### src/rtl/adder_check_pkg.sv
// Shared types and constants for the adder golden-model checker.
// Optional build macro: ADDER_CHECK_STOP_ON_ERR_EN (adds the HALT behaviour).
package adder_check_pkg;

  typedef enum logic [1:0] {
    IDLE = 2'd0,
    RUN  = 2'd1,
    HALT = 2'd2
  } state_t;

  localparam logic OP_ADD = 1'b0;
  localparam logic OP_SUB = 1'b1;

  localparam int LATENCY_MIN = 1;
  localparam int LATENCY_MAX = 16;

endpackage

### src/rtl/adder_check_if.sv
// Operand, DUT-result and status bundle between the bench-side driver and the checker.
// Optional build macro: ADDER_CHECK_STOP_ON_ERR_EN (drives first_fail_a/first_fail_b).
interface adder_check_if #(
  parameter int WIDTH = 64,
  parameter int CNT_W = 16
);

  logic             clr;
  logic             in_valid;
  logic             op;
  logic [WIDTH-1:0] A;
  logic [WIDTH-1:0] B;
  logic             C_in;
  logic [WIDTH-1:0] dut_sum;
  logic             dut_cout;

  logic             exp_valid;
  logic [WIDTH-1:0] Sum_verify;
  logic             C_out_verify;
  logic             mismatch;
  logic [CNT_W-1:0] chk_count;
  logic [CNT_W-1:0] err_count;
  logic             sticky_fail;
  logic             busy;
  logic [WIDTH-1:0] first_fail_a;
  logic [WIDTH-1:0] first_fail_b;

  modport master (
    output clr, in_valid, op, A, B, C_in, dut_sum, dut_cout,
    input  exp_valid, Sum_verify, C_out_verify, mismatch, chk_count, err_count,
           sticky_fail, busy, first_fail_a, first_fail_b
  );

  modport slave (
    input  clr, in_valid, op, A, B, C_in, dut_sum, dut_cout,
    output exp_valid, Sum_verify, C_out_verify, mismatch, chk_count, err_count,
           sticky_fail, busy, first_fail_a, first_fail_b
  );

endinterface

### src/rtl/adder_check_delay.sv
// Valid+data shift register with per-stage valid and synchronous flush.
// Optional build macro: ADDER_CHECK_STOP_ON_ERR_EN (only widens DW at the instantiation site).
module adder_check_delay #(
  parameter int DEPTH = 2,
  parameter int DW    = 8
) (
  input  logic          clk,
  input  logic          rst,
  input  logic          flush,
  input  logic          in_valid,
  input  logic [DW-1:0] in_data,
  output logic          out_valid,
  output logic [DW-1:0] out_data,
  output logic          any_valid
);

  logic [DEPTH-1:0] vld;
  logic [DW-1:0]    data [DEPTH];

  // A stage only loads when a valid entry arrives, so the output holds between results.
  always_ff @(posedge clk or posedge rst) begin
    if (rst) begin
      vld <= '0;
      for (int i = 0; i < DEPTH; i++) data[i] <= '0;
    end else if (flush) begin
      vld <= '0;
    end else begin
      vld[0] <= in_valid;
      if (in_valid) data[0] <= in_data;
      for (int i = 1; i < DEPTH; i++) begin
        vld[i] <= vld[i-1];
        if (vld[i-1]) data[i] <= data[i-1];
      end
    end
  end

  assign out_valid = vld[DEPTH-1];
  assign out_data  = data[DEPTH-1];
  assign any_valid = |vld;

endmodule

### src/rtl/adder_check_pipe.sv
// Clocked golden-model checker: computes A+B(+C_in) or A+~B+C_in, aligns it to the DUT latency, compares, counts.
// Optional build macro: ADDER_CHECK_STOP_ON_ERR_EN (halt on first mismatch, latch its operands).
module adder_check_pipe
  import adder_check_pkg::*;
#(
  parameter int WIDTH   = 64,
  parameter int LATENCY = 2,
  parameter int CNT_W   = 16
) (
  input logic        clk,
  input logic        rst,
  adder_check_if.slave bus
);

  localparam int DEPTH = (LATENCY < LATENCY_MIN) ? LATENCY_MIN :
                         (LATENCY > LATENCY_MAX) ? LATENCY_MAX : LATENCY;
`ifdef ADDER_CHECK_STOP_ON_ERR_EN
  localparam int DW = 3 * WIDTH + 1;
`else
  localparam int DW = WIDTH + 1;
`endif

  state_t           state, state_next;
  logic [WIDTH-1:0] b_eff;
  logic [WIDTH:0]   calc;
  logic [DW-1:0]    pipe_in, pipe_out;
  logic             pipe_valid, any_valid, accept;
  logic             cmp_en, cmp_fail;
  logic             mismatch_r, sticky_r;
  logic [CNT_W-1:0] chk_r, err_r;

  // Full WIDTH+1 result so the carry is the real carry bit, never a truncated one.
  always_comb begin
    b_eff = (bus.op == OP_ADD) ? bus.B : ~bus.B;
    calc  = {1'b0, bus.A} + {1'b0, b_eff} + {{WIDTH{1'b0}}, bus.C_in};
  end

  assign accept = bus.in_valid && !bus.clr && (state != HALT);
`ifdef ADDER_CHECK_STOP_ON_ERR_EN
  assign pipe_in = {calc, bus.A, bus.B};
`else
  assign pipe_in = calc;
`endif

  adder_check_delay #(.DEPTH(DEPTH), .DW(DW)) u_delay (
    .clk      (clk),
    .rst      (rst),
    .flush    (bus.clr),
    .in_valid (accept),
    .in_data  (pipe_in),
    .out_valid(pipe_valid),
    .out_data (pipe_out),
    .any_valid(any_valid)
  );

  assign cmp_en   = pipe_valid && !bus.clr && (state != HALT);
  assign cmp_fail = cmp_en && (pipe_out[DW-1 -: WIDTH+1] != {bus.dut_cout, bus.dut_sum});

  always_ff @(posedge clk or posedge rst) begin
    if (rst) state <= IDLE;
    else     state <= state_next;
  end

  always_comb begin
    state_next = state;
    if (bus.clr) begin
      state_next = IDLE;
    end else begin
      case (state)
        IDLE: if (bus.in_valid) state_next = RUN;
        RUN: begin
          if (!any_valid && !bus.in_valid) state_next = IDLE;
`ifdef ADDER_CHECK_STOP_ON_ERR_EN
          if (cmp_fail) state_next = HALT;
`endif
        end
        HALT:    state_next = HALT;
        default: state_next = IDLE;
      endcase
    end
  end

  // Counters saturate at all-ones; a clr in the compare cycle discards that comparison.
  always_ff @(posedge clk or posedge rst) begin
    if (rst) begin
      chk_r      <= '0;
      err_r      <= '0;
      sticky_r   <= 1'b0;
      mismatch_r <= 1'b0;
    end else if (bus.clr) begin
      chk_r      <= '0;
      err_r      <= '0;
      sticky_r   <= 1'b0;
      mismatch_r <= 1'b0;
    end else begin
      mismatch_r <= cmp_fail;
      if (cmp_en && chk_r != '1) chk_r <= chk_r + 1'b1;
      if (cmp_fail) begin
        sticky_r <= 1'b1;
        if (err_r != '1) err_r <= err_r + 1'b1;
      end
    end
  end

`ifdef ADDER_CHECK_STOP_ON_ERR_EN
  logic [WIDTH-1:0] ff_a, ff_b;

  always_ff @(posedge clk or posedge rst) begin
    if (rst) begin
      ff_a <= '0;
      ff_b <= '0;
    end else if (bus.clr) begin
      ff_a <= '0;
      ff_b <= '0;
    end else if (cmp_fail && state == RUN) begin
      ff_a <= pipe_out[2*WIDTH-1 -: WIDTH];
      ff_b <= pipe_out[WIDTH-1:0];
    end
  end

  assign bus.first_fail_a = ff_a;
  assign bus.first_fail_b = ff_b;
`else
  assign bus.first_fail_a = '0;
  assign bus.first_fail_b = '0;
`endif

  assign bus.exp_valid    = pipe_valid;
  assign bus.C_out_verify = pipe_out[DW-1];
  assign bus.Sum_verify   = pipe_out[DW-2 -: WIDTH];
  assign bus.mismatch     = mismatch_r;
  assign bus.chk_count    = chk_r;
  assign bus.err_count    = err_r;
  assign bus.sticky_fail  = sticky_r;
  assign bus.busy         = (state != IDLE);

endmodule

### src/flat_wrapper.sv
// flat-port wrapper written by rule: the top's interface ports become plain ports
module adder_check_pipe_flat import adder_check_pkg::*;
#(
  parameter int WIDTH   = 64,
  parameter int LATENCY = 2,
  parameter int CNT_W   = 16
)
  (clk, rst, bus_clr, bus_in_valid, bus_op, bus_A, bus_B, bus_C_in, bus_dut_sum, bus_dut_cout, bus_exp_valid, bus_Sum_verify, bus_C_out_verify, bus_mismatch, bus_chk_count, bus_err_count, bus_sticky_fail, bus_busy, bus_first_fail_a, bus_first_fail_b);
  adder_check_if #(.WIDTH(WIDTH), .CNT_W(CNT_W)) bus_i ();
  input logic clk;
  input logic rst;
  input wire logic [$bits(bus_i.clr)-1:0] bus_clr;
  input wire logic [$bits(bus_i.in_valid)-1:0] bus_in_valid;
  input wire logic [$bits(bus_i.op)-1:0] bus_op;
  input wire logic [$bits(bus_i.A)-1:0] bus_A;
  input wire logic [$bits(bus_i.B)-1:0] bus_B;
  input wire logic [$bits(bus_i.C_in)-1:0] bus_C_in;
  input wire logic [$bits(bus_i.dut_sum)-1:0] bus_dut_sum;
  input wire logic [$bits(bus_i.dut_cout)-1:0] bus_dut_cout;
  output wire logic [$bits(bus_i.exp_valid)-1:0] bus_exp_valid;
  output wire logic [$bits(bus_i.Sum_verify)-1:0] bus_Sum_verify;
  output wire logic [$bits(bus_i.C_out_verify)-1:0] bus_C_out_verify;
  output wire logic [$bits(bus_i.mismatch)-1:0] bus_mismatch;
  output wire logic [$bits(bus_i.chk_count)-1:0] bus_chk_count;
  output wire logic [$bits(bus_i.err_count)-1:0] bus_err_count;
  output wire logic [$bits(bus_i.sticky_fail)-1:0] bus_sticky_fail;
  output wire logic [$bits(bus_i.busy)-1:0] bus_busy;
  output wire logic [$bits(bus_i.first_fail_a)-1:0] bus_first_fail_a;
  output wire logic [$bits(bus_i.first_fail_b)-1:0] bus_first_fail_b;
  assign bus_i.clr = bus_clr;
  assign bus_i.in_valid = bus_in_valid;
  assign bus_i.op = bus_op;
  assign bus_i.A = bus_A;
  assign bus_i.B = bus_B;
  assign bus_i.C_in = bus_C_in;
  assign bus_i.dut_sum = bus_dut_sum;
  assign bus_i.dut_cout = bus_dut_cout;
  assign bus_exp_valid = bus_i.exp_valid;
  assign bus_Sum_verify = bus_i.Sum_verify;
  assign bus_C_out_verify = bus_i.C_out_verify;
  assign bus_mismatch = bus_i.mismatch;
  assign bus_chk_count = bus_i.chk_count;
  assign bus_err_count = bus_i.err_count;
  assign bus_sticky_fail = bus_i.sticky_fail;
  assign bus_busy = bus_i.busy;
  assign bus_first_fail_a = bus_i.first_fail_a;
  assign bus_first_fail_b = bus_i.first_fail_b;
  adder_check_pipe #(.WIDTH(WIDTH), .LATENCY(LATENCY), .CNT_W(CNT_W)) u_core (.clk(clk), .rst(rst), .bus(bus_i));
endmodule
### config.mk
export PLATFORM = sky130hd
export DESIGN_NAME = adder_check_pipe_flat
export DESIGN_NICKNAME = d
export VERILOG_FILES = /design/src/rtl/adder_check_pkg.sv /design/src/rtl/adder_check_if.sv /design/src/rtl/adder_check_delay.sv /design/src/rtl/adder_check_pipe.sv /design/src/flat_wrapper.sv
export SDC_FILE = /design/constraint.sdc
export NUM_CORES = 1
export LEC_CHECK = 0
export ABC_AREA = 1
export BUFFER_PORTS_ARGS = -buffer_cell sky130_fd_sc_hd__buf_2
export CORE_MARGIN = 5
export CORE_UTILIZATION = 35
export CTS_BUF_LIST = sky130_fd_sc_hd__clkbuf_16
export DETAILED_ROUTE_END_ITERATION = 16
export PLACE_DENSITY = 0.66
export SLEW_MARGIN = 20
export SYNTH_ARGS = -nofsm -noshare
export SYNTH_HDL_FRONTEND = slang
export SYNTH_SLANG_ARGS = --single-unit
### constraint.sdc
create_clock -name clk -period 8.4 [get_ports clk]
set_clock_uncertainty 0.05 [all_clocks]
set_input_delay 2.52 -clock clk [delete_from_list [all_inputs] [get_ports clk]]
set_output_delay 2.52 -clock clk [all_outputs]
set_load 0.05 [all_outputs]
==> summary.txt, run 1 <==
Status
  • Status: complete, no violations

Synthesis
  • Synth Area in XOR/XNOR: 7.69%
  • Post-synthesis compound-gate area fraction: 4.72%
  • Synth top cells by count: nand2_1 (967), inv_1 (383), nor2_1 (216)
  • Warnings, synthesis: 0
  • Cells after synthesis: 2,508
  • Netlist cell types: 41
  • Combinational family with the most area after synthesis: simple AND/OR/NAND/NOR gates
  • Most frequent cell after synthesis: nand2_1
  • Top post-synthesis cells by area: dfrtp_1 (27%), nand2_1 (23%), buf_4 (9.2%)
  • Flops & latches, synth: between 150 and 200
  • Seq/Total Area, Yosys: 26.9%
  • Post-synth top flop: dfrtp_1
  • Yosys top cell area share: between 20% and 30%
  • Area leader, netlist: dfrtp_1
  • EDFF count, synth: 0
  • Simple-Gate Fraction of Synth Area: 35.5%
  • Mux share of post-synthesis cell area: 0%
  • Syn Area/Cell: 6.22 um2
  • Adder-Cell Fraction of Synth Area: under 10%
  • Synth async-reset ratio: between 90% and 100%
  • Mapped Area: around 16,000 um2

STA
  • Max-slew violations: 0
  • Final setup viols: 0
  • F_max: 190 MHz
  • Setup TNS Final: 0 ns
  • Least-Margin Pin Slew: 0.931 ns
  • RSZ-0062 raised after global routing: false
  • Hold Vio Cnt, Final: 0
  • Period utilization: a little over three fifths
  • Relative slew slack: 37.9%
  • Final Critical Period: ~5.3 ns

Global route
  • All-Layer GR Usage: 19.6%
  • Largest net degree at the start of global routing: 103
  • Antenna violations before repair: 1
  • First-pass GRT wire length: 77,400 um
  • Number of global-route vias before repair: 14,000
  • Total gr overflow: 0

Power and ir drop
  • P per Cell Area: 203 nW/um2
  • Max VDD drop: 0.0000943 V
  • Leakage Power: 10.3 nW
  • Pwr Total: 3.53 mW

Job
  • Max-cap violations: 0

Clocking
  • Skew-Pair Late Insertion Delay: 0.43 ns
  • Max Root-Sink Buffers: 2
  • Post-CTS sizing: 0
  • Post CTS Setup Buffer Count: 0
  • CTS root buf: clkbuf_16
  • CTS H-tree lvls: 4
  • CTS Hold Buffers Added: 0
  • Clock sink total: 168
  • Num CTS Buffers: 17
  • TritonCTS clock tree: yes
  • Clk slew on worst S/H paths: about 0.070 ns

Min path
  • Worst Hold Class: reg2reg
  • Hold path depth: 1
  • Hold endpoint: u_core.state[0]
  • Worst Min Path Start: u_core.state[1]

Worst setup path
  • Crit Path Class: in2reg
  • Crit path capture type: flip-flop
  • Worst-path fanout max: 53
  • Startpoint types: primary input
  • Worst path required time: around 8.7 ns
  • WP data arrival: ~5.5 ns
  • RR Endpoint: u_core.u_delay.data[129]
  • R2R setup slack: 5.62 ns
  • R2R depth: 7
  • Crit Reg-Reg Startpoint: u_core.state[1]

Detailed routing
  • Post-route DRC: 0
  • 1st-iter DRT viols: between 1,000 and 1,500
  • First-pass DRT Iterations: 5
  • Post-DR vias/cell: 4.44
  • ANT nets after route: 0
  • Routed length per instance: 14.8 um
  • Routed vias: 14,800
  • Final Routed Wirelength: 49,500 um

Cells and area
  • Final nets: 2,992
  • Utilization after layout: 39.4%
  • FILL cells: 4,929
  • Area grow syn2layout: 11.4%
  • Layout cell share with drive strength beyond 1: 12.9%

Placed design
  • Detail Placement HPWL: 41,500 um
  • IO buf count: 299
  • GP Congestion: ~0.96

Floorplan
  • Num rows: 77
  • # IOs: 428
  • Full die area: 48,900 um2
  • Core box area: roughly 44,000 um2
  • Die H: between 200 and 250 um
  • Initial core utilization: 35.4%
  • Die Width: 221 um
-- how the worst max path moves through the flow --
stage	from	slack, ns	end	depth (start not counted)
after floorplan	rst	1.28	u_core.bus.chk_count[0]	1
after global placement	bus_clr	2.68	u_core.u_delay.data[129]	8
after detailed placement	bus_clr	2.72	u_core.u_delay.data[129]	8
after CTS	bus_clr	3.19	u_core.u_delay.data[129]	8
after global routing	bus_op	2.89	u_core.u_delay.data[124]	15
final	bus_clr	3.13	u_core.u_delay.data[129]	8
-- power breakdown --
group          leakage, nW  switching, mW  total [mW]  internal (mW)
sequential            2.16          0.171        1.15          0.977
combinational         7.89           1.13        1.56          0.432
clock                0.297          0.350       0.825          0.475
-- sequential cells by signal, summed over array words and instances, names as in the netlist --
| name | cells |
|---|---|
| u_core.bus.chk_count | 16 |
| u_core.bus.err_count | 16 |
| u_core.bus.mismatch | 1 |
| u_core.bus.sticky_fail | 1 |
| u_core.state | 2 |
| u_core.u_delay.data | 65 |
| u_core.u_delay.out_data | 65 |
| u_core.u_delay.vld | 2 |
-- critical path, cell delays in order --
cell and delay [ns]:
buf_2 0.27, inv_2 0.55, nand3_4 0.55, inv_1 0.80, buf_4 0.39, o2111ai_1 0.17
a21oi_1 0.17, a21oi_1 0.09
-- through the flow --
step	worst slack, ns	hold slack, ns	cell area [um2]	std cells
after floorplan	1.28	0.375	16100	2635
after global placement	2.68	0.394	16800	3299
final	3.13	0.404	17400	3332
after detailed placement	2.72	0.396	16800	3299
after CTS	3.19	0.406	17400	3331
after global routing	2.89	0.423	17400	3332
-- layout make-up --
class                           instances  area, um2  share of cell area (%)
Multi-Input combinational cell       1848       8820                    50.8
Sequential cell                       168       4200                    24.2
Antenna cell                            1       2.50                  0.0144
Timing Repair Buffer                  305       1540                    8.88
Clock inverter                         15        188                    1.08
Tap cell                              592        741                    4.26
Clock buffer                           17        425                    2.45
Inverter                              386       1450                    8.36
-- cell usage in the layout, fill, tap and decap left out, types with 2 or more instances in the layout --
| master | n |
|---|---|
| nor4_1 | 3 |
| o21ai_1 | 2 |
| o21a_1 | 2 |
| clkbuf_16 | 17 |
| o21ai_0 | 73 |
| a31oi_1 | 2 |
| nand2_1 | 967 |
| nor2_1 | 215 |
| clkinv_2 | 2 |
| buf_2 | 298 |
| inv_1 | 382 |
| clkinvlp_4 | 2 |
| inv_6 | 4 |
| nor3_1 | 33 |
| conb_1 | 128 |
| clkinv_1 | 2 |
| nand4_1 | 13 |
| inv_2 | 2 |
| buf_4 | 7 |
| nand2_2 | 3 |
| bufinv_16 | 3 |
| dfrtp_1 | 168 |
| a21oi_1 | 57 |
| ha_1 | 65 |
| nand3_4 | 2 |
| inv_8 | 3 |
| xor2_1 | 82 |
| o21bai_1 | 2 |
| xnor2_1 | 55 |
| fa_1 | 2 |
| nor3_2 | 2 |
| nand3b_1 | 23 |
| nand3_1 | 105 |
-- kinds of logic (layout without fill, tap and decap cells) --
logic type / after synthesis / after routing
adder cells (fa/ha/maj): 67 / 67
AND/OR/NAND/NOR: 1374 / 1374
AO/OA/AOI/OAI: 142 / 142
flip-flops: 168 / 168
XOR/XNOR: 137 / 137
buffers and inverters: 619 / 723
other: 1 / 129
-- layer usage --
layer	track usage [%]	wire [um]	up-vias	share of wire, %
met5	0	0	-	0
met4	6.04	1320	0	2.7
met3	3.21	2580	65	5.2
met2	31.7	22700	463	46
met1	27.0	22900	6556	46
li1	-	-	7711	-
No activity file was read; power rests on OpenSTA's default activity.
==> run 2: changes to the inputs <==
--- a/config.mk
+++ b/config.mk
@@ -11,7 +11,7 @@
 export CORE_UTILIZATION = 35
 export CTS_BUF_LIST = sky130_fd_sc_hd__clkbuf_16
 export DETAILED_ROUTE_END_ITERATION = 16
-export PLACE_DENSITY = 0.66
+export PLACE_DENSITY = 0.68
 export SLEW_MARGIN = 20
 export SYNTH_ARGS = -nofsm -noshare
 export SYNTH_HDL_FRONTEND = slang
==> constraint.sdc (replaced) <==
create_clock -name clk -period 4.8 [get_ports clk]
set_clock_uncertainty 0.05 [all_clocks]
set_input_delay 1.44 -clock clk [delete_from_list [all_inputs] [get_ports clk]]
set_output_delay 1.44 -clock clk [all_outputs]
set_load 0.05 [all_outputs]
==> summary.txt, run 2 (synthesis results as in run 1) <==
Worst setup path
  • Crit-path cells: buf_4, xnor2_1, fa_1, fa_1, nor2_1, nor2_1, o21ai_2, nand2_1, nand3_1, nand2_1, nand2_1, nand2_1, nand3_1, nand2_1 (was buf_2, inv_2, nand3_4, inv_1, buf_4, o2111ai_1, a21oi_1, a21oi_1)
  • R2R setup slack: 2.62 ns (was 5.62 ns)
  • Stages on worst setup path: 14 (was 8)
  • Crit path capture type: flip-flop (unchanged)
  • R2R depth: 13 (was 7)
  • Cell family with most CP delay: simple AND/OR/NAND/NOR gates (was buffers and inverters)
  • Crit Reg-Reg Startpoint: u_core.u_delay.out_data[64] (was u_core.state[1])
  • Critical path buffer and inverter count: 1 (was 4)
  • Worst path most repeated cell: nand2_1 (was a21oi_1)
  • Worst path required time: 5.06 ns (was 8.67 ns)
  • RR Endpoint: u_core.bus.err_count[10] (was u_core.u_delay.data[129])
  • WP data arrival: 4.10 ns (was 5.54 ns)
  • CP max-delay cell: fa_1 (was inv_1)
  • Crit path from: bus_op (was bus_clr)
  • Startpoint types: primary input (unchanged)
  • Crit Path Class: in2reg (unchanged)
  • Crit path capture: u_core.u_delay.data[105] (was u_core.u_delay.data[129])
  • Worst-path fanout max: 13 (was 53)
  • Slowest Stage Delay on Critical Path: 0.44 ns (was 0.80 ns)

Floorplan
  • Initial core utilization: 35.4% (unchanged)
  • Core box area: 44,100 um2 (unchanged)
  • Die H: 221 um (unchanged)
  • # IOs: 428 (unchanged)
  • Full die area: 48,900 um2 (unchanged)
  • Die Width: 221 um (unchanged)
  • Num rows: 77 (unchanged)

Cells and area
  • Most frequent cells in the layout: nand2_1 (967), inv_1 (383), buf_2 (298), nor2_1 (215), dfrtp_1 (168) (was nand2_1 (967), inv_1 (382), buf_2 (298), nor2_1 (215), dfrtp_1 (168))
  • Register area: 4200 um2 (unchanged)
  • Non-Filler Instances: 3,335 (was 3,332)
  • Utilization after layout: 39.4% (about the same)
  • Area of the multi-input gates: 8820 um2 (unchanged)
  • Layout cell share with drive strength beyond 1: 12.9% (about the same)
  • Area grow syn2layout: 11.4% (about the same)
  • Fin area: 17,400 um2 (about the same)
  • Most common cell after layout, fill and taps aside: nand2_1 (unchanged)
  • Final nets: 2,995 (was 2,992)
  • FILL cells: 4,902 (was 4,929)

Global route
  • First-pass GRT wire length: 79,300 um (was 77,400 um)
  • Largest net degree at the start of global routing: 94 (was 103)
  • All-Layer GR Usage: 20.2% (was 19.6%)
  • Number of global-route vias before repair: 14,200 (was 14,000)
  • Antenna violations before repair: 1 (unchanged)
  • Total gr overflow: 0 (unchanged)

STA
  • Least-Margin Pin Slew: 0.946 ns (was 0.931 ns)
  • Max-slew violations: 0 (unchanged)
  • Final Critical Period: 3.84 ns
  • RSZ-0062 raised after global routing: false (unchanged)
  • Hold Vio Cnt, Final: 0 (unchanged)
  • Setup WS post-layout: 0.956 ns (was 3.13 ns)
  • Final setup viols: 0 (unchanged)
  • F_max: ~260 MHz
  • Worst hold slack: 0.404 ns (about the same)
  • Setup TNS Final: 0 ns (unchanged)
  • Period utilization: 80.1%
  • Relative slew slack: 36.9% (was 37.9%)

Detailed routing
  • Routed length per instance: 15.2 um (was 14.8 um)
  • 1st-iter DRT viols: 1,099 (was 1,055)
  • Post-DR vias/cell: 4.42 (was 4.44)
  • Final Routed Wirelength: 50,700 um (was 49,500 um)
  • Routed vias: 14,700 (was 14,800)
  • First-pass DRT Iterations: 7 (was 5)
  • ANT nets after route: 0 (unchanged)
  • Post-route DRC: 0 (unchanged)

Power and ir drop
  • NetSw: 2.90 mW (was 1.65 mW)
  • Pwr Total: 6.08 mW (was 3.53 mW)
  • Leakage Power: 10.3 nW (about the same)
  • P per Cell Area: 350 nW/um2 (was 203 nW/um2)
  • Combinational share of power: 45.2% (was 44.1%)
  • Flop pwr share: 33.1% (was 32.5%)
  • Sw Ratio: 47.6% (was 46.6%)
  • P_int: 3.18 mW (was 1.88 mW)
  • Clock Power Share: 21.7% (was 23.4%)
  • Max VDD drop: 0.000215 V (was 0.0000943 V)

Clocking
  • Max Root-Sink Buffers: 2 (unchanged)
  • Clock sink total: 168 (unchanged)
  • Post CTS Setup Buffer Count: 0 (unchanged)
  • CTS Hold Buffers Added: 0 (unchanged)
  • CTS root buf: clkbuf_16 (unchanged)
  • Post-CTS sizing: 0 (unchanged)
  • Clk slew on worst S/H paths: 0.06 ns (was 0.07 ns)
  • Num CTS Buffers: 17 (unchanged)
  • TritonCTS clock tree: yes (unchanged)
  • CTS H-tree lvls: 4 (unchanged)
  • Skew-Pair Late Insertion Delay: 0.43 ns (about the same)

Placed design
  • Post-Place Cells: 3,302 (was 3,299)
  • IO buf count: 299 (unchanged)
  • Detail Placement HPWL: 42,300 um (was 41,500 um)
  • Placed cell areas: 16,800 um2 (about the same)
  • Pre-CTS setup slack: 0.567 ns (was 2.72 ns)
  • GP Congestion: 0.991 (was 0.956)

Min path
  • Worst Hold Class: reg2reg (unchanged)
  • Worst Min Path Start: u_core.state[1] (unchanged)

Job
  • Max-cap violations: 0 (unchanged)

Status
  • Status: complete, no violations (unchanged)
-- run 2: how the worst min path moves through the flow --
stage                      endpoint  cells past startpoint
CTS                 u_core.state[0]                      1
floorplan           u_core.state[0]                      1
global placement    u_core.state[0]                      1
detailed placement  u_core.state[0]                      1
finish              u_core.state[0]                      1
global route        u_core.state[0]                      1
-- run 2: cell type report --
cell class	count	share of cell area [%]
inverters	386	8.36
repair buffers	308	9.23
clock inverters	15	0.734
multi-input cells	1848	50.8
flip-flops and latches	168	24.2
well taps	592	4.26
diodes	1	0.0144
clock buffers	17	2.45
-- run 2: routing by layer --
layer / wire (um) / vias up / global-route usage, %
li1: - / 7721 / -
met1: 23600 / 6540 / 27.9
met2: 23600 / 442 / 33.7
met3: 2590 / 46 / 3.01
met4: 842 / 0 / 4.52
met5: 0 / - / 0
-- run 2: power by group through the flow --
| stage | clock, mW | sequential, mW | combinational [mW] |
|---|---|---|---|
| 2_1_floorplan | 0 | 1.94 | 2.30 |
| 3_3_place_gp | 0 | 2.03 | 2.74 |
| 3_5_place_dp | 0 | 2.04 | 2.74 |
| 4_1_cts | 1.36 | 2.02 | 2.75 |
| 5_1_grt | 1.42 | 2.06 | 3.03 |
| 6_report | 1.32 | 2.01 | 2.75 |
-- run 2: worst register-to-register path, cell delays in order, from the launching register on --
cell     delay [ns]
dfrtp_1        0.49
nand2_1        0.09
inv_1          0.05
nor2_1         0.06
nor2_1         0.09
nand2_1        0.09
nor2_1         0.10
nand2_1        0.05
nor2_1         0.22
nand3_1        0.21
nand3_4        0.23
nand2_4        0.19
nand2_1        0.11
nand2_1        0.05
==> run 3: changes to the inputs <==
--- a/config.mk
+++ b/config.mk
@@ -5,7 +5,7 @@
 export SDC_FILE = /design/constraint.sdc
 export NUM_CORES = 1
 export LEC_CHECK = 0
-export ABC_AREA = 1
+export ABC_AREA = 0
 export BUFFER_PORTS_ARGS = -buffer_cell sky130_fd_sc_hd__buf_2
 export CORE_MARGIN = 5
 export CORE_UTILIZATION = 35
==> constraint.sdc (replaced) <==
create_clock -name clk -period 4 [get_ports clk]
set_clock_uncertainty 0.05 [all_clocks]
set_input_delay 1.2 -clock clk [delete_from_list [all_inputs] [get_ports clk]]
set_output_delay 1.2 -clock clk [all_outputs]
set_load 0.05 [all_outputs]
==> summary.txt, run 3 <==
Power and ir drop
  • Max VDD drop: 0.000270 V (was 0.000215 V)
  • Leakage Power: 7.99 nW (was 10.3 nW)
  • P per Cell Area: 511 nW/um2 (was 350 nW/um2)

Clocking
  • Num CTS Buffers: 17 (unchanged)
  • CTS root buf: clkbuf_16 (unchanged)
  • Max Root-Sink Buffers: 2 (unchanged)
  • CTS Hold Buffers Added: 0 (unchanged)
  • CTS H-tree lvls: 4 (unchanged)
  • TritonCTS clock tree: yes (unchanged)
  • Skew-Pair Late Insertion Delay: 0.43 ns (about the same)
  • Clock sink total: 168 (unchanged)
  • Clk slew on worst S/H paths: 0.07 ns (was 0.06 ns)

Synthesis
  • Synth async-reset ratio: 100% (unchanged)
  • Yosys top cell area share: 32.3% (was 26.9%)
  • Netlist cell types: 67 (was 41)
  • EDFF count, synth: 0 (unchanged)
  • Seq/Total Area, Yosys: 32.3% (was 26.9%)
  • Top post-synthesis cells by area: dfrtp_1 (32%), buf_4 (11%), xor2_1 (8.5%) (was dfrtp_1 (27%), nand2_1 (23%), buf_4 (9.2%))
  • Post-synth top flop: dfrtp_1 (unchanged)
  • Warnings, synthesis: 0 (unchanged)
  • Area leader, netlist: dfrtp_1 (unchanged)
  • Most frequent cell after synthesis: buf_4 (was nand2_1)
  • Flops & latches, synth: 168 (unchanged)
  • Synth top cells by count: buf_4 (192), dfrtp_1 (168), nand2_1 (142) (was nand2_1 (967), inv_1 (383), nor2_1 (216))
  • Cells after synthesis: 1,467 (was 2,508)
  • Mapped Area: 13,000 um2 (was 15,600 um2)
  • Syn Area/Cell: 8.87 um2 (was 6.22 um2)

Detailed routing
  • Post-route DRC: 0 (unchanged)
  • First-pass DRT Iterations: 5 (was 7)
  • Routed length per instance: 18.2 um (was 15.2 um)
  • 1st-iter DRT viols: 504 (was 1,099)
  • ANT nets after route: 0 (unchanged)
  • Post-DR vias/cell: 4.88 (was 4.42)
  • Routed vias: 11,400 (was 14,700)
  • Final Routed Wirelength: 42,600 um (was 50,700 um)

Worst setup path
  • Stages on worst setup path: 14 (unchanged)
  • Slowest Stage Delay on Critical Path: 0.51 ns (was 0.44 ns)
  • Worst-path fanout max: 8 (was 13)
  • R2R setup slack: 1.07 ns (was 2.62 ns)
  • Critical path buffer and inverter count: 2 (was 1)
  • Cell family with most CP delay: simple AND/OR/NAND/NOR gates (unchanged)
  • Crit Path Class: in2reg (unchanged)
  • CP max-delay cell: or4_4 (was fa_1)
  • Startpoint types: primary input (unchanged)
  • Crit-path cells: buf_12, buf_12, xor2_1, ha_1, nand4_4, or3_4, nor4_4, o2111ai_2, and3_4, o31a_1, or4_4, o311ai_4, xnor2_1, o21ai_1 (was buf_4, xnor2_1, fa_1, fa_1, nor2_1, nor2_1, o21ai_2, nand2_1, nand3_1, nand2_1, nand2_1, nand2_1, nand3_1, nand2_1)
  • Worst path required time: 4.26 ns (was 5.06 ns)
  • Crit Reg-Reg Startpoint: u_core.bus.chk_count[6] (was u_core.u_delay.out_data[64])
  • Worst path most repeated cell: buf_12 (was nand2_1)
  • Crit path capture type: flip-flop (unchanged)
  • R2R depth: 9 (was 13)
  • RR Endpoint: u_core.bus.chk_count[8] (was u_core.bus.err_count[10])
  • WP data arrival: 4.17 ns (was 4.10 ns)

Global route
  • Total gr overflow: 0 (unchanged)
  • First-pass GRT wire length: 63,400 um (was 79,300 um)
  • Antenna violations before repair: 2 (was 1)
  • Number of global-route vias before repair: 11,100 (was 14,200)
  • Largest net degree at the start of global routing: 128 (was 94)
  • All-Layer GR Usage: 19.7% (was 20.2%)

Cells and area
  • Register area: 4200 um2 (unchanged)
  • Most common cell after layout, fill and taps aside: buf_2 (was nand2_1)
  • Final nets: 2,120 (was 2,995)
  • Layout cell share with drive strength beyond 1: 34.2% (was 12.9%)
  • Area of the multi-input gates: 7740 um2 (was 8820 um2)
  • Area grow syn2layout: 25.0% (was 11.4%)
  • Most frequent cells in the layout: buf_2 (298), buf_4 (192), dfrtp_1 (168), nand2_1 (141), conb_1 (128) (was nand2_1 (967), inv_1 (383), buf_2 (298), nor2_1 (215), dfrtp_1 (168))
  • FILL cells: 3,622 (was 4,902)
  • Utilization after layout: 44.4% (was 39.4%)
  • Fin area: 16,300 um2 (was 17,400 um2)

Placed design
  • Detail Placement HPWL: 36,200 um (was 42,300 um)
  • GP Congestion: 0.885 (was 0.991)
  • IO buf count: 299 (unchanged)
  • Placed cell areas: 15,500 um2 (was 16,800 um2)

STA
  • Least-Margin Pin Slew: 0.965 ns (was 0.946 ns)
  • Worst hold slack: 0.425 ns (was 0.404 ns)
  • Final Critical Period: 3.91 ns
  • Hold Vio Cnt, Final: 0 (unchanged)
  • Period utilization: 97.6%
  • Relative slew slack: 34.7% (was 36.9%)
  • F_max: 256 MHz
  • Final setup viols: 0 (unchanged)
  • RSZ-0062 raised after global routing: false (unchanged)
  • Max-slew violations: 0 (unchanged)

Floorplan
  • # IOs: 428 (unchanged)
  • Core box area: 36,700 um2 (was 44,100 um2)
  • Die H: 203 um (was 221 um)
  • Num rows: 70 (was 77)
  • Initial core utilization: 35.5% (was 35.4%)
  • Full die area: 41,200 um2 (was 48,900 um2)
  • Die Width: 203 um (was 221 um)

Min path
  • Worst Hold Class: reg2reg (unchanged)
  • Worst Min Path Start: u_core.state[0] (was u_core.state[1])
  • Hold endpoint: u_core.state[1] (was u_core.state[0])
  • Hold path depth: 1 (unchanged)

Status
  • Status: complete, no violations (unchanged)

Job
  • Max-cap violations: 0 (unchanged)
==> run 3: cells by family (layout without fill, tap and decap cells) <==
| family | after synthesis | in the layout | share of synthesized area (%) |
|---|---|---|---|
| other | 1 | 132 | 0.0288 |
| XOR/XNOR | 207 | 207 | 13.9 |
| flip-flops | 168 | 168 | 32.3 |
| buffers and inverters | 288 | 560 | 13.9 |
| multiplexers | 67 | 67 | 5.78 |
| AND/OR/NAND/NOR | 346 | 346 | 12.7 |
| adder cells (fa/ha/maj) | 67 | 67 | 6.56 |
| AO/OA/AOI/OAI | 323 | 323 | 14.9 |
==> run 3: repair_timing <==
action / CTS / global route
cloned: 0 / 1
resized for setup: 1 / 23
setup buffers: 1 / 2
endpoints found under the setup margin: 1 / 22
pin swaps: 4 / 15
==> run 3: layout make-up <==
class | instances | area share [%]
Clock inverter | 14 | 0.838
Sequential cell | 168 | 25.8
Multi-Input combinational cell | 1138 | 47.5
Clock buffer | 17 | 2.61
Antenna cell | 4 | 0.0615
Tap cell | 468 | 3.60
Timing Repair Buffer | 496 | 18.7
Inverter | 33 | 0.784
==> run 3: metrics by stage <==
stage          setup WS (ns)  total power [mW]  setup TNS, ns  instances
2_1_floorplan         -0.294              5.61          -1.04       1594
3_3_place_gp          -0.421              6.70          -8.30       2299
3_5_place_dp          -0.452              6.76          -9.74       2299
4_1_cts               0.0167              8.37              0       2331
5_1_grt              0.00808              8.77              0       2335
6_report              0.0945              8.31              0       2338
==> run 3: routing by layer <==
metal	GRT usage [%]	share of wire (%)
met1	27.5	46
met3	3.31	6.0
met5	0	0
met4	4.58	1.5
met2	32.1	47
==> run 3: worst register-to-register path: cells and delay by family (launching register included) <==
family | cells | cell delay, ns
AND/OR/NAND/NOR | 7 | 1.27
AO/OA/AOI/OAI | 1 | 0.85
flip-flops | 1 | 0.46
XOR/XNOR | 1 | 0.17
==> run 3: worst max-delay path by stage <==
| stage | start | to | slack (ns) |
|---|---|---|---|
| after global routing | bus_B[0] | u_core.u_delay.data[127] | 0.008 |
| after detailed placement | bus_op | u_core.u_delay.data[127] | -0.45 |
| after CTS | bus_op | u_core.u_delay.data[127] | 0.02 |
| after floorplan | bus_op | u_core.u_delay.data[127] | -0.29 |
| final | bus_op | u_core.u_delay.data[122] | 0.09 |
| after global placement | bus_op | u_core.u_delay.data[125] | -0.42 |
==> run 3: report_power, final <==
part / switching [mW] / internal (mW) / leakage (nW)
clock network: 0.715 / 0.868 / 0.267
registers: 0.510 / 2.14 / 2.14
logic: 2.62 / 1.46 / 5.59
total: 3.85 / 4.46 / 7.99
